==> config.mk <==
export PLATFORM = sky130hd
export DESIGN_NAME = axis_mash_nstage
export DESIGN_NICKNAME = d
export VERILOG_FILES = /design/src/rtl/axis_mash_nstage.sv
export SDC_FILE = /design/constraint.sdc
export NUM_CORES = 1
export LEC_CHECK = 0
export ABC_AREA = 1
export CAP_MARGIN = 20
export CORE_MARGIN = 4
export CORE_UTILIZATION = 25
export DETAILED_ROUTE_END_ITERATION = 6
export PLACE_DENSITY = 0.5
export SYNTH_ARGS = -nofsm -noshare
export SYNTH_HDL_FRONTEND = slang
export SYNTH_SLANG_ARGS = --single-unit
==> constraint.sdc <==
create_clock -name aclk -period 7.6 [get_ports aclk]
set_input_delay 1.52 -clock aclk [delete_from_list [all_inputs] [get_ports aclk]]
set_output_delay 1.52 -clock aclk [all_outputs]
set_load 0.005 [all_outputs]
==> src/rtl/axis_mash_nstage.sv <==
// MASH delta-sigma requantiser with 1-3 cascaded first-order stages.
// Takes WIDTH-bit signed samples and produces DAC_BW-bit signed samples, with
// AXI-Stream backpressure, optional LFSR dither on the stage-1 LSB, output
// saturation and a sticky overflow flag.
module axis_mash_nstage #(
  parameter int unsigned WIDTH     = 16,
  parameter int unsigned DAC_BW    = 7,
  parameter int unsigned N_STAGES  = 2,
  parameter logic [15:0] LFSR_SEED = 16'hACE1
) (
  input  logic              aclk,
  input  logic              arst_n,
  input  logic [WIDTH-1:0]  s_axis_data_tdata,
  input  logic              s_axis_data_tvalid,
  output logic              s_axis_data_tready,
  output logic [DAC_BW-1:0] m_axis_data_tdata,
  output logic              m_axis_data_tvalid,
  input  logic              m_axis_data_tready,
  input  logic              cfg_dither_en,
  input  logic              ovf_clear,
  output logic              ovf_sticky
);

  localparam int unsigned F  = WIDTH - DAC_BW;
  localparam int unsigned ZW = DAC_BW + 3;
  localparam int YMaxI = (2 ** (DAC_BW - 1)) - 1;
  localparam int YMinI = -(2 ** (DAC_BW - 1));
  localparam logic signed [ZW-1:0] YMax = ZW'(YMaxI);
  localparam logic signed [ZW-1:0] YMin = ZW'(YMinI);

  if (N_STAGES < 1 || N_STAGES > 3 || WIDTH < DAC_BW + 2 || LFSR_SEED == 16'h0000)
  begin : g_param_err
    $error("axis_mash_nstage: illegal parameter combination");
  end

  logic [F-1:0]  acc1_q, acc2_q, acc3_q;
  logic          c2_q, c3_q, c3_qq;
  logic [15:0]   lfsr_q, lfsr_d;
  logic [DAC_BW-1:0] y_q, y_d;
  logic          valid_q, ovf_q;

  logic signed [DAC_BW-1:0] coarse;
  logic [F-1:0]  frac;
  logic          dith;
  logic [F:0]    s1, s2, s3;
  logic signed [3:0]    t;
  logic signed [ZW-1:0] z;
  logic          oor;
  logic          accept;

  assign s_axis_data_tready = !valid_q || m_axis_data_tready;
  assign accept             = s_axis_data_tvalid && s_axis_data_tready;
  assign m_axis_data_tdata  = y_q;
  assign m_axis_data_tvalid = valid_q;
  assign ovf_sticky         = ovf_q;

  assign coarse = s_axis_data_tdata[WIDTH-1:F];
  assign frac   = s_axis_data_tdata[F-1:0];
  assign dith   = cfg_dither_en & lfsr_q[0];

  // Cascade: each stage integrates the previous stage's residue; carry is the MSB.
  assign s1 = {1'b0, acc1_q} + {1'b0, frac} + {{F{1'b0}}, dith};
  assign s2 = {1'b0, acc2_q} + {1'b0, s1[F-1:0]};
  assign s3 = {1'b0, acc3_q} + {1'b0, s2[F-1:0]};

  // Galois LFSR, taps x^16+x^14+x^13+x^11.
  assign lfsr_d = {1'b0, lfsr_q[15:1]} ^ (lfsr_q[0] ? 16'hB400 : 16'h0000);

  // Noise-cancelling combination of the stage carries, then saturating add to the coarse part.
  always_comb begin
    t = {3'b000, s1[F]};
    if (N_STAGES >= 2) begin
      t = t + {3'b000, s2[F]} - {3'b000, c2_q};
    end
    if (N_STAGES >= 3) begin
      t = t + {3'b000, s3[F]} - {2'b00, c3_q, 1'b0} + {3'b000, c3_qq};
    end
    z   = {{3{coarse[DAC_BW-1]}}, coarse} + {{(ZW-4){t[3]}}, t};
    oor = 1'b0;
    y_d = z[DAC_BW-1:0];
    if (z > YMax) begin
      y_d = YMax[DAC_BW-1:0];
      oor = 1'b1;
    end else if (z < YMin) begin
      y_d = YMin[DAC_BW-1:0];
      oor = 1'b1;
    end
  end

  // Modulator state advances only on an accepted input sample.
  always_ff @(posedge aclk or negedge arst_n) begin
    if (!arst_n) begin
      acc1_q <= '0;
      acc2_q <= '0;
      acc3_q <= '0;
      c2_q   <= 1'b0;
      c3_q   <= 1'b0;
      c3_qq  <= 1'b0;
      lfsr_q <= LFSR_SEED;
    end else if (accept) begin
      acc1_q <= s1[F-1:0];
      acc2_q <= s2[F-1:0];
      acc3_q <= s3[F-1:0];
      c2_q   <= s2[F];
      c3_qq  <= c3_q;
      c3_q   <= s3[F];
      lfsr_q <= lfsr_d;
    end
  end

  // Output register: load on accept, drop valid once consumed, hold while stalled.
  always_ff @(posedge aclk or negedge arst_n) begin
    if (!arst_n) begin
      y_q     <= '0;
      valid_q <= 1'b0;
    end else if (accept) begin
      y_q     <= y_d;
      valid_q <= 1'b1;
    end else if (m_axis_data_tready) begin
      valid_q <= 1'b0;
    end
  end

  // Sticky overflow; a new overflow wins over a simultaneous clear.
  always_ff @(posedge aclk or negedge arst_n) begin
    if (!arst_n) begin
      ovf_q <= 1'b0;
    end else if (accept && oor) begin
      ovf_q <= 1'b1;
    end else if (ovf_clear) begin
      ovf_q <= 1'b0;
    end
  end

endmodule

* Word-level counts from Yosys, hierarchy flattened
Cells that the tools add are included.
Word-level totals: register bits after elaboration 44, output and inout bits 10
Cells by class: add/subtract/negate cells 6, magnitude comparators 2, mux-type cells 9, bitwise operators 2, reduce and logical (&&, ||, !) cells 6
Operator list (count):
- 9-bit by 9-bit adder with 10-bit output | 2
- 16-bit two-way mux | 1
- 15-bit by 16-bit bitwise XOR with 16-bit output | 1
- 7-bit two-way mux | 2
- 10-bit by 1-bit adder with 10-bit output | 1
- 7-bit by 3-bit adder with 8-bit output | 1
- 8-bit by 7-bit > comparator with 1-bit output, second input constant | 1
- 8-bit by 7-bit < comparator with 1-bit output, second input constant | 1
- 1-bit two-way mux | 6
- 2-bit nonzero test | 2
- 2-bit by 1-bit subtractor with 3-bit output | 1
- 1-bit by 1-bit adder with 2-bit output | 1
- 1-bit logical AND | 2
- 1-bit bitwise AND | 1
- 1-bit logical NOT | 1
- 1-bit logical OR | 1

* Depth between registers and ports, before layout
Gate-level depths: netlist (run 1).
depth after elaboration 11, depth in mapped cells 39, gate-level depth less buffers 38

* Worst setup path before layout (run 1)
OpenSTA, ideal clock, no wires.
kind input -> register, start point input port s_axis_data_tdata[0], end point register y_q[0], in the netlist m_axis_data_tdata[0], arrival time 5.753 ns, required time 7.484 ns, setup slack 1.731 ns, cell stages on the path 37, path buffers 0, cells stage by stage inv_1 fa_1 fa_1 o21ai_0 nand2_1 nand2_1 nand2_1 nand2_1 nand2_1 nand2_1 inv_1 ha_1 nand2_1 a21oi_1 nand3b_1 nand2_1 nand2_1 a21oi_1 ha_1 inv_1 ha_1 inv_1 ha_1 inv_1 ha_1 nand2_1 nand2_1 nand2_1 nand2_1 nand2_1 nand3_2 nand2_2 inv_2 nand2_2 nand2_1 nand2_1 nand2_1
Between the ends: longest elaborated chain between the ends 9, elaborated cells between the ends (all ways) 10, classes of those cells add/sub (6); order compare (2); mux (2)
Ends and longest elaborated chain:
- start, declared | RTL line 13 | input logic [WIDTH-1:0] s_axis_data_tdata,
- 9-bit by 9-bit adder with 10-bit output (*) | RTL line 62 | assign s1 = {1'b0, acc1_q} + {1'b0, frac} + {{F{1'b0}}, dith};
- 10-bit by 1-bit adder with 10-bit output (*) | RTL line 62
- net s1[6] | RTL line 45 | logic [F:0] s1, s2, s3;
- 9-bit by 9-bit adder with 10-bit output (*) | RTL line 63 | assign s2 = {1'b0, acc2_q} + {1'b0, s1[F-1:0]};
- 1-bit by 1-bit adder with 2-bit output (*) | RTL line 73 | t = t + {3'b000, s2[F]} - {3'b000, c2_q};
- 2-bit by 1-bit subtractor with 3-bit output (*) | RTL line 73
- 7-bit by 3-bit adder with 8-bit output (*) | RTL line 78 | z = {{3{coarse[DAC_BW-1]}}, coarse} + {{(ZW-4){t[3]}}, t};
- 8-bit by 7-bit < comparator with 1-bit output | RTL line 84 | end else if (z < YMin) begin
- 7-bit two-way mux | RTL line 84
- 7-bit two-way mux (*) | RTL line 81 | if (z > YMax) begin
- end signal, assigned | RTL line 117 | y_q <= y_d;
- end, declared | RTL line 39 | logic [DAC_BW-1:0] y_q, y_d;
The timed path passes the listed nets; every way through them passes the cells marked *. A chain may end at the register's enable or synchronous reset.

* Final worst setup path (run 1)
start point input port s_axis_data_tdata[0], end point register y_q[2], in the netlist m_axis_data_tdata[2]
The elaborated chain is that of the path after synthesis.

==> metrics.log, run 1 <==
[metrics] router iterations before antenna repair: 4
[metrics] final period demand of the worst path: 6.68 ns
[metrics] cts bufs inserted: 5
[metrics] Port-buffer cells: 31
[metrics] worst vdd ir: roughly 150 uV
[metrics] fill cell count: 1,191
[metrics] FF-to-FF path depth: 37
[metrics] final routed wirelength across all metal layers: 6.38 mm
[metrics] post-CTS setup buffer count: 0
[metrics] synthesized area per cell: 7.63 um^2
[metrics] post-synth net total: 437
[metrics] remaining routing DRC violations: 0
[metrics] Min Hold Slack: 0.468 ns
[metrics] Slew Limit Fails: 0
[metrics] area share of and/or/nand/nor cells after synthesis: 0.275
[metrics] adder-cell area share of the yosys netlist: 0.129
[metrics] compound-cell area share of the yosys netlist: 0.0869
[metrics] number of clock sinks: 44
[metrics] outcome: finished, final reports clean
[metrics] leakage power figure: around 1.8 nW
[metrics] most common cell type on the critical path: nand2_1
[metrics] CTS HTree Levels: 2
[metrics] I/O pin total: 32
[metrics] global route total overflow: 0
[metrics] cell area after placement: 3410 um^2
[metrics] reported max-cap violation count: 0
[metrics] commonest cells in the netlist: 142 x nand2_1, 48 x inv_1, 36 x dfrtp_1
[metrics] final clock period utilization by the worst path: 0.878
[metrics] combinational family with the most area after synthesis: simple AND/OR/NAND/NOR gates
[metrics] DP Wirelength: 4.69 mm
[metrics] area of the core region: 11,500 um^2
[metrics] FF/Latch Area: 1110 um^2
[metrics] synth warn: 0
[metrics] Critical Path RT: between 7 and 8 ns
[metrics] flops & latches, synth: between 40 and 50
[metrics] Post-Synthesis Cells: 387
[metrics] cell count of the worst hold path: 2
[metrics] worst-skew pair later-pin latency: 0.28 ns
[metrics] async set or reset register ratio after synthesis: 1.00
[metrics] f_max: between 0.1 and 0.15 GHz
[metrics] DRT antenna net count: 0
[metrics] number of distinct standard cells referenced by the synthesized netlist: 26
[metrics] worst min-delay path category: reg2reg
[metrics] endpoint kind of the worst setup timing path: flop
[metrics] die boundary height: 117 um
[metrics] xor/xnor cell area share of the yosys netlist: 0.0504
[metrics] final design utilization: 0.312
[metrics] post-route setup slack: between 0.9 and 1 ns
[metrics] final hold vios: 0
[metrics] critical path startpoint category: input port
[metrics] detailed router's first-iteration violation count: 107
[metrics] average wire length per cell after detail routing: 11.4 um
[metrics] Worst Path Max Fanout: 9
[metrics] post-synthesis instance area: between 2000 and 3000 um^2
[metrics] Clk Tree Root Cell: clkbuf_16
[metrics] Clock Tree Buf Depth: 2
[metrics] delay of the slowest cell on the worst path: 0.46 ns
[metrics] via count of the first global-routing pass: between 2,000 and 2,500
[metrics] arrival time reported for the critical path endpoint: approximately 6.9 ns
[metrics] tightest slew margin relative to the limit: 0.482
[metrics] layout cells sized above 1: 0.108
[metrics] power density over the cells: 513 nW/um^2
[metrics] setup repair after global routing missed its margin: no
[metrics] number of failing setup endpoints in the final timing report: 0
[metrics] maximum number of pins on one net before global-route repair: between 50 and 60
[metrics] clock slew at reported path FFs: approximately 0.070 ns
[metrics] number of enable flip-flop cells after synthesis: 0
[metrics] Layout Skew: 0.00729 ns
[metrics] sequential-to-total area share from yosys stat: 0.376
[metrics] final standard cell area without fillers: 3580 um^2
[metrics] die footprint: 13,600 um^2
[metrics] wire length of the first global-routing pass: between 10 and 15 mm
[metrics] Post-layout nets: 467
[metrics] GPL Wtd Cong: 0.844
[metrics] post_cts resized: 0
[metrics] dominant register cell in the synthesized netlist: dfrtp_1
[metrics] dominant cells by area after synthesis: dfrtp_1 31%, nand2_1 18%, ha_1 10%
[metrics] clock tree from TritonCTS: yes
[metrics] area of the multi-input gates: approximately 1600 um^2
[metrics] antenna violations before repair: 0
[metrics] vias after detailed routing: 2,400
[metrics] overall die width: around 120 um
[metrics] Synth top area share: 0.305
[metrics] post-synth top area cell: dfrtp_1
[metrics] count of hold buffers inserted by post-cts repair: 0
[metrics] standard cell with the maximum stage delay on the critical path: fa_1
[metrics] worst setup path class: in2reg
[metrics] worst setup slack after placement: 0.625 ns
[metrics] detailed-route vias per instance: 4.28
[metrics] site row count: 39
[metrics] pin slew with the least headroom to its limit: 0.777 ns
[metrics] Total Neg Setup Slack: 0 ns
[metrics] mux share of post-synthesis cell area: 0
[metrics] Initial Utilization: 0.258
[metrics] Area Growth Syn to Fin: 21.4%
[metrics] total routing resource utilization after global routing: 0.101
[metrics] Antenna diodes: 0
[metrics] dominant cell by count in the synthesized netlist: nand2_1
-- worst paths after layout --
path	startpoint	endpoint	slack (ns)
max reg2reg	lfsr_q[0]$_DFFE_PN1P_	m_axis_data_tdata[2]$_DFFE_PN0P_	2.01
min in group asynchronous	arst_n	acc2_q[8]$_DFFE_PN0P_	1.31
max	s_axis_data_tdata[0]	m_axis_data_tdata[2]$_DFFE_PN0P_	0.92
min reg2reg	lfsr_q[6]$_DFFE_PN1P_	lfsr_q[5]$_DFFE_PN1P_	0.47
max in group asynchronous	arst_n	acc1_q[2]$_DFFE_PN0P_	5.88
min	lfsr_q[6]$_DFFE_PN1P_	lfsr_q[5]$_DFFE_PN1P_	0.47
-- layout make-up --
cell class | count | area share
timing repair buffer | 33 | 0.0894
clock buffer | 6 | 0.0388
inverter | 52 | 0.0545
multi-input combinational | 281 | 0.447
clock inverter | 2 | 0.0108
tap | 143 | 0.0499
sequential | 44 | 0.310
-- flip-flops by register name, summed over array words and instances (netlist names) --
register / cells
lfsr_q: 16
m_axis_data_tvalid: 1
acc2_q: 9
m_axis_data_tdata: 7
acc1_q: 9
c2_q: 1
ovf_sticky: 1
-- power breakdown --
| part | switching (mW) | internal, mW |
|---|---|---|
| registers | 0.0592 | 0.349 |
| clock network | 0.0907 | 0.165 |
| logic | 0.691 | 0.484 |
-- metal layers --
metal / global-route usage / up-vias / wire [um]
met1: 0.135 / 1097 / 3100
met5: 0 / - / 0
met3: 0.0223 / 11 / 155
li1: - / 1259 / -
met4: 0.0268 / 0 / 99
met2: 0.166 / 33 / 3030
-- placed cells by master, fill, tap and decap left out, drive strengths merged --
| master | synthesis | final |
|---|---|---|
| o21ai | 31 | 31 |
| nand3 | 16 | 16 |
| xor2 | 9 | 9 |
| xnor2 | 8 | 8 |
| ha | 24 | 24 |
| clkdlybuf4s50 | 0 | 30 |
| nor3 | 1 | 1 |
| buf | 4 | 3 |
| nand3b | 2 | 2 |
| inv | 52 | 52 |
| fa | 4 | 4 |
| bufinv | 0 | 1 |
| a21oi | 15 | 15 |
| o21bai | 2 | 2 |
| nor2 | 12 | 12 |
| clkbuf | 6 | 6 |
| nand2 | 154 | 154 |
| dfrtp | 36 | 36 |
| nand4 | 3 | 3 |
| dfstp | 8 | 8 |
| clkinv | 0 | 1 |
-- critical path: cells and delay by family --
kind                       cells  cell delay [ns]
AOI/OAI and AO/OA              2             0.44
adders and majority gates      7             2.43
buffers and inverters          7             0.78
and+or+nand+nor               22             1.70
-- logic make-up (layout without fill, tap and decap cells) --
family / after synthesis / after routing
DFF: 44 / 44
adders and majority gates: 28 / 28
xor gates and xnor gates: 17 / 17
AOI/OAI and AO/OA: 48 / 48
buffers and inverters: 62 / 93
and+or+nand+nor: 188 / 188
-- through the flow --
step                      std cells  total power, mW
final                           561             1.84
after global routing            561             2.06
after CTS                       561             1.86
after detailed placement        553             1.59
after global placement          553             1.58
after floorplan                 387             1.32
(Power assumes the default switching activity.)
==> inputs of run 2 (changes only) <==
- ABC_AREA: 1 -> 0
==> run 2 against run 1 <==
Cell area down 0.38%. Final cell count down 11%. Critical path type unchanged. Core utilization shrank 0.12 points. Area after synthesis is 0.38% lower. Clock skew fell by 0.0026 ns. Synthesized cell count is 15% lower. Non-clock buffer count rose by 2. Hold slack got worse by 0.011 ns. Routed wire length is 0.17% lower. First-iteration DRC count rose by 6.5%. Die area fell by 0.36%. Setup slack worse by 0.40 ns.
==> metrics.log, run 2 <==
[metrics] async set or reset register ratio after synthesis: 1.00 (unchanged)
[metrics] vias after detailed routing: 2,299 (was 2,400)
[metrics] via count of the first global-routing pass: 2,340 (was 2,382)
[metrics] CTS HTree Levels: 2 (unchanged)
[metrics] max reg flops: 16 (unchanged)
[metrics] Slew Limit Fails: 0 (unchanged)
[metrics] maximum number of pins on one net before global-route repair: 61 (was 59)
[metrics] Post-Synthesis Cells: 330 (was 387)
[metrics] Clock Tree Buf Depth: 2 (unchanged)
[metrics] Clk Tree Root Cell: clkbuf_16 (unchanged)
[metrics] reported max-cap violation count: 0 (unchanged)
[metrics] arrival time reported for the critical path endpoint: 7.28 ns (was 6.85 ns)
[metrics] number of enable flip-flop cells after synthesis: 0 (unchanged)
[metrics] commonest non-fill, non-tap cells in the layout: 80 x nand2_1, 36 x dfrtp_1, 30 x clkdlybuf4s50_1 (was 141 x nand2_1, 48 x inv_1, 36 x dfrtp_1)
[metrics] antenna violations before repair: 0 (unchanged)
[metrics] die boundary height: 116 um (was 117 um)
[metrics] router iterations before antenna repair: 4 (unchanged)
[metrics] number of clock sinks: 44 (unchanged)
[metrics] average wire length per cell after detail routing: 12.7 um (was 11.4 um)
[metrics] Critical Path RT: 7.80 ns (was 7.78 ns)
[metrics] post-CTS setup buffer count: 0 (unchanged)
[metrics] clock slew at reported path FFs: 0.06 ns (was 0.07 ns)
[metrics] pin slew with the least headroom to its limit: 0.596 ns (was 0.777 ns)
[metrics] synthesized area per cell: 8.91 um^2 (was 7.63 um^2)
[metrics] dominant cells by area after synthesis: dfrtp_1 31%, nand2_1 10%, ha_1 10% (was dfrtp_1 31%, nand2_1 18%, ha_1 10%)
[metrics] tightest slew margin relative to the limit: 0.603 (was 0.482)
[metrics] dominant cell by count in the synthesized netlist: nand2_1 (unchanged)
[metrics] post-synth top area cell: dfrtp_1 (unchanged)
[metrics] final hold vios: 0 (unchanged)
[metrics] Area Growth Syn to Fin: 21.4% (about the same)
[metrics] commonest non-fill, non-tap cell in the layout: nand2_1 (unchanged)
[metrics] sequential-to-total area share from yosys stat: 0.378 (was 0.376)
[metrics] Total Neg Setup Slack: 0 ns (unchanged)
[metrics] number of distinct standard cells referenced by the synthesized netlist: 57 (was 26)
[metrics] detailed-route vias per instance: 4.58 (was 4.28)
[metrics] number of failing setup endpoints in the final timing report: 0 (unchanged)
[metrics] DP Wirelength: 4.55 mm (was 4.69 mm)
[metrics] total routing resource utilization after global routing: 0.102 (was 0.101)
[metrics] Post-layout nets: 408 (was 467)
[metrics] global route total overflow: 0 (unchanged)
[metrics] final design utilization: 0.311 (was 0.312)
[metrics] Synth top area share: 0.306 (was 0.305)
[metrics] I/O pin total: 32 (unchanged)
[metrics] Worst Path Max Fanout: 4 (was 9)
[metrics] final clock period utilization by the worst path: 0.931 (was 0.878)
[metrics] synth warn: 0 (unchanged)
[metrics] post-synthesis instance area: 2940 um^2 (was 2950 um^2)
[metrics] endpoint kind of the worst setup timing path: flop (unchanged)
[metrics] Antenna diodes: 0 (unchanged)
[metrics] Port-buffer cells: 31 (unchanged)
[metrics] wire length of the first global-routing pass: 11.2 mm (about the same)
[metrics] post-synth net total: 380 (was 437)
[metrics] overall die width: 116 um (was 117 um)
[metrics] registers with the most flip-flops: lfsr_q x16, acc1_q x9, acc2_q x9 (unchanged)
[metrics] Initial Utilization: 0.257 (was 0.258)
[metrics] final routed wirelength across all metal layers: 6.37 mm (was 6.38 mm)
[metrics] die footprint: 13,600 um^2 (about the same)
[metrics] register with the most flip-flops: lfsr_q (unchanged)
[metrics] DRT antenna net count: 0 (unchanged)
[metrics] dominant register cell in the synthesized netlist: dfrtp_1 (unchanged)
[metrics] outcome: finished, final reports clean (unchanged)
[metrics] Layout Skew: 0.00466 ns (was 0.00729 ns)
[metrics] final period demand of the worst path: 7.08 ns (was 6.68 ns)
[metrics] cts bufs inserted: 5 (unchanged)
[metrics] layout cells sized above 1: 0.109 (was 0.108)
[metrics] setup repair after global routing missed its margin: no (unchanged)
[metrics] site row count: 39 (unchanged)
[metrics] remaining routing DRC violations: 0 (unchanged)
[metrics] area of the core region: 11,500 um^2 (unchanged)
[metrics] commonest cells in the netlist: 81 x nand2_1, 36 x dfrtp_1, 24 x ha_1 (was 142 x nand2_1, 48 x inv_1, 36 x dfrtp_1)
[metrics] flops & latches, synth: 44 (unchanged)
[metrics] worst min-delay path category: reg2reg (unchanged)
[metrics] f_max: 0.141 GHz (was 0.150 GHz)
[metrics] count of hold buffers inserted by post-cts repair: 0 (unchanged)
[metrics] clock tree from TritonCTS: yes (unchanged)
[metrics] worst setup path class: in2reg (unchanged)
[metrics] critical path startpoint category: input port (unchanged)
[metrics] detailed router's first-iteration violation count: 114 (was 107)
[metrics] GPL Wtd Cong: 0.790 (was 0.844)
[metrics] worst-skew pair later-pin latency: 0.28 ns (about the same)
## run 2: layout make-up
cell class                      instances  area [um^2]
Multi-Input combinational cell        251         1690
Clock buffer                            5          125
Tap cell                              143          179
Fill cell                            1196         7900
Timing Repair Buffer                   35          348
Clock inverter                          3         42.5
Sequential cell                        44         1110
Inverter                               21         78.8
## run 2: worst max-delay path, cell delays in order
cell	delay [ns]
clkdlybuf4s50_1	0.45
inv_1	0.05
fa_1	0.46
fa_1	0.43
nor2b_1	0.12
o21ai_0	0.09
a21boi_0	0.24
o21ai_0	0.19
a21oi_1	0.25
xor2_1	0.19
ha_1	0.23
nor2_1	0.07
a21oi_1	0.17
o41ai_2	0.11
ha_1	0.28
inv_1	0.04
ha_1	0.18
inv_1	0.07
ha_1	0.22
inv_1	0.09
fa_1	0.24
a41oi_1	0.14
a221o_1	0.40
or4_4	0.55
o32ai_2	0.21
o21ai_2	0.15
o211ai_1	0.12
## run 2: stage by stage
step                area, um^2  setup WS, ns  instances  hold WS [ns]
finish                    3570         0.522        502         0.457
global route              3570      0.000116        502         0.482
CTS                       3530         0.312        501         0.462
detailed placement        3370        0.0250        493         0.450
global placement          3370         0.120        493         0.449
floorplan                 2940          1.14        330         0.435
## run 2: final timing paths
check	start	to	slack, ns	cells after the start
max	s_axis_data_tdata[0]	m_axis_data_tdata[3]$_DFFE_PN0P_	0.52	27
min	lfsr_q[7]$_DFFE_PN1P_	lfsr_q[6]$_DFFE_PN1P_	0.46	2
max reg2reg	lfsr_q[0]$_DFFE_PN1P_	m_axis_data_tdata[3]$_DFFE_PN0P_	1.61	26
min reg2reg	lfsr_q[7]$_DFFE_PN1P_	lfsr_q[6]$_DFFE_PN1P_	0.46	2
max in group asynchronous	arst_n	lfsr_q[3]$_DFFE_PN0P_	5.87	2
min in group asynchronous	arst_n	acc1_q[7]$_DFFE_PN0P_	1.32	2
## run 2: cell families (layout without fill, tap and decap cells)
| group | after synthesis | after routing | synth area share |
|---|---|---|---|
| compound gates | 83 | 83 | 0.194 |
| simple gates | 120 | 120 | 0.183 |
| buf+inv | 35 | 64 | 0.0557 |
| xor+xnor | 19 | 19 | 0.0566 |
| mux | 1 | 1 | 0.00383 |
| flops | 44 | 44 | 0.378 |
| fa+ha+maj | 28 | 28 | 0.129 |
## run 2: metal layers
metal  global-route usage  up-vias  part of all wire
li1                     -     1186                 -
met4               0.0309        0             0.013
met1                0.140     1065              0.51
met3               0.0223        8             0.050
met2                0.162       40              0.43
met5                    0        -                 0
## run 2: what timing repair did
| action | 4_1_cts | 5_1_grt |
|---|---|---|
| endpoints found under the setup margin | 0 | 7 |
| gates resized for setup | 0 | 5 |
| endpoints found under the hold margin | 0 | 0 |
Power of run 2 is left out: the tool's default activity adds up to more than one toggle a clock period on the data nets, which glitch-free logic cannot reach.
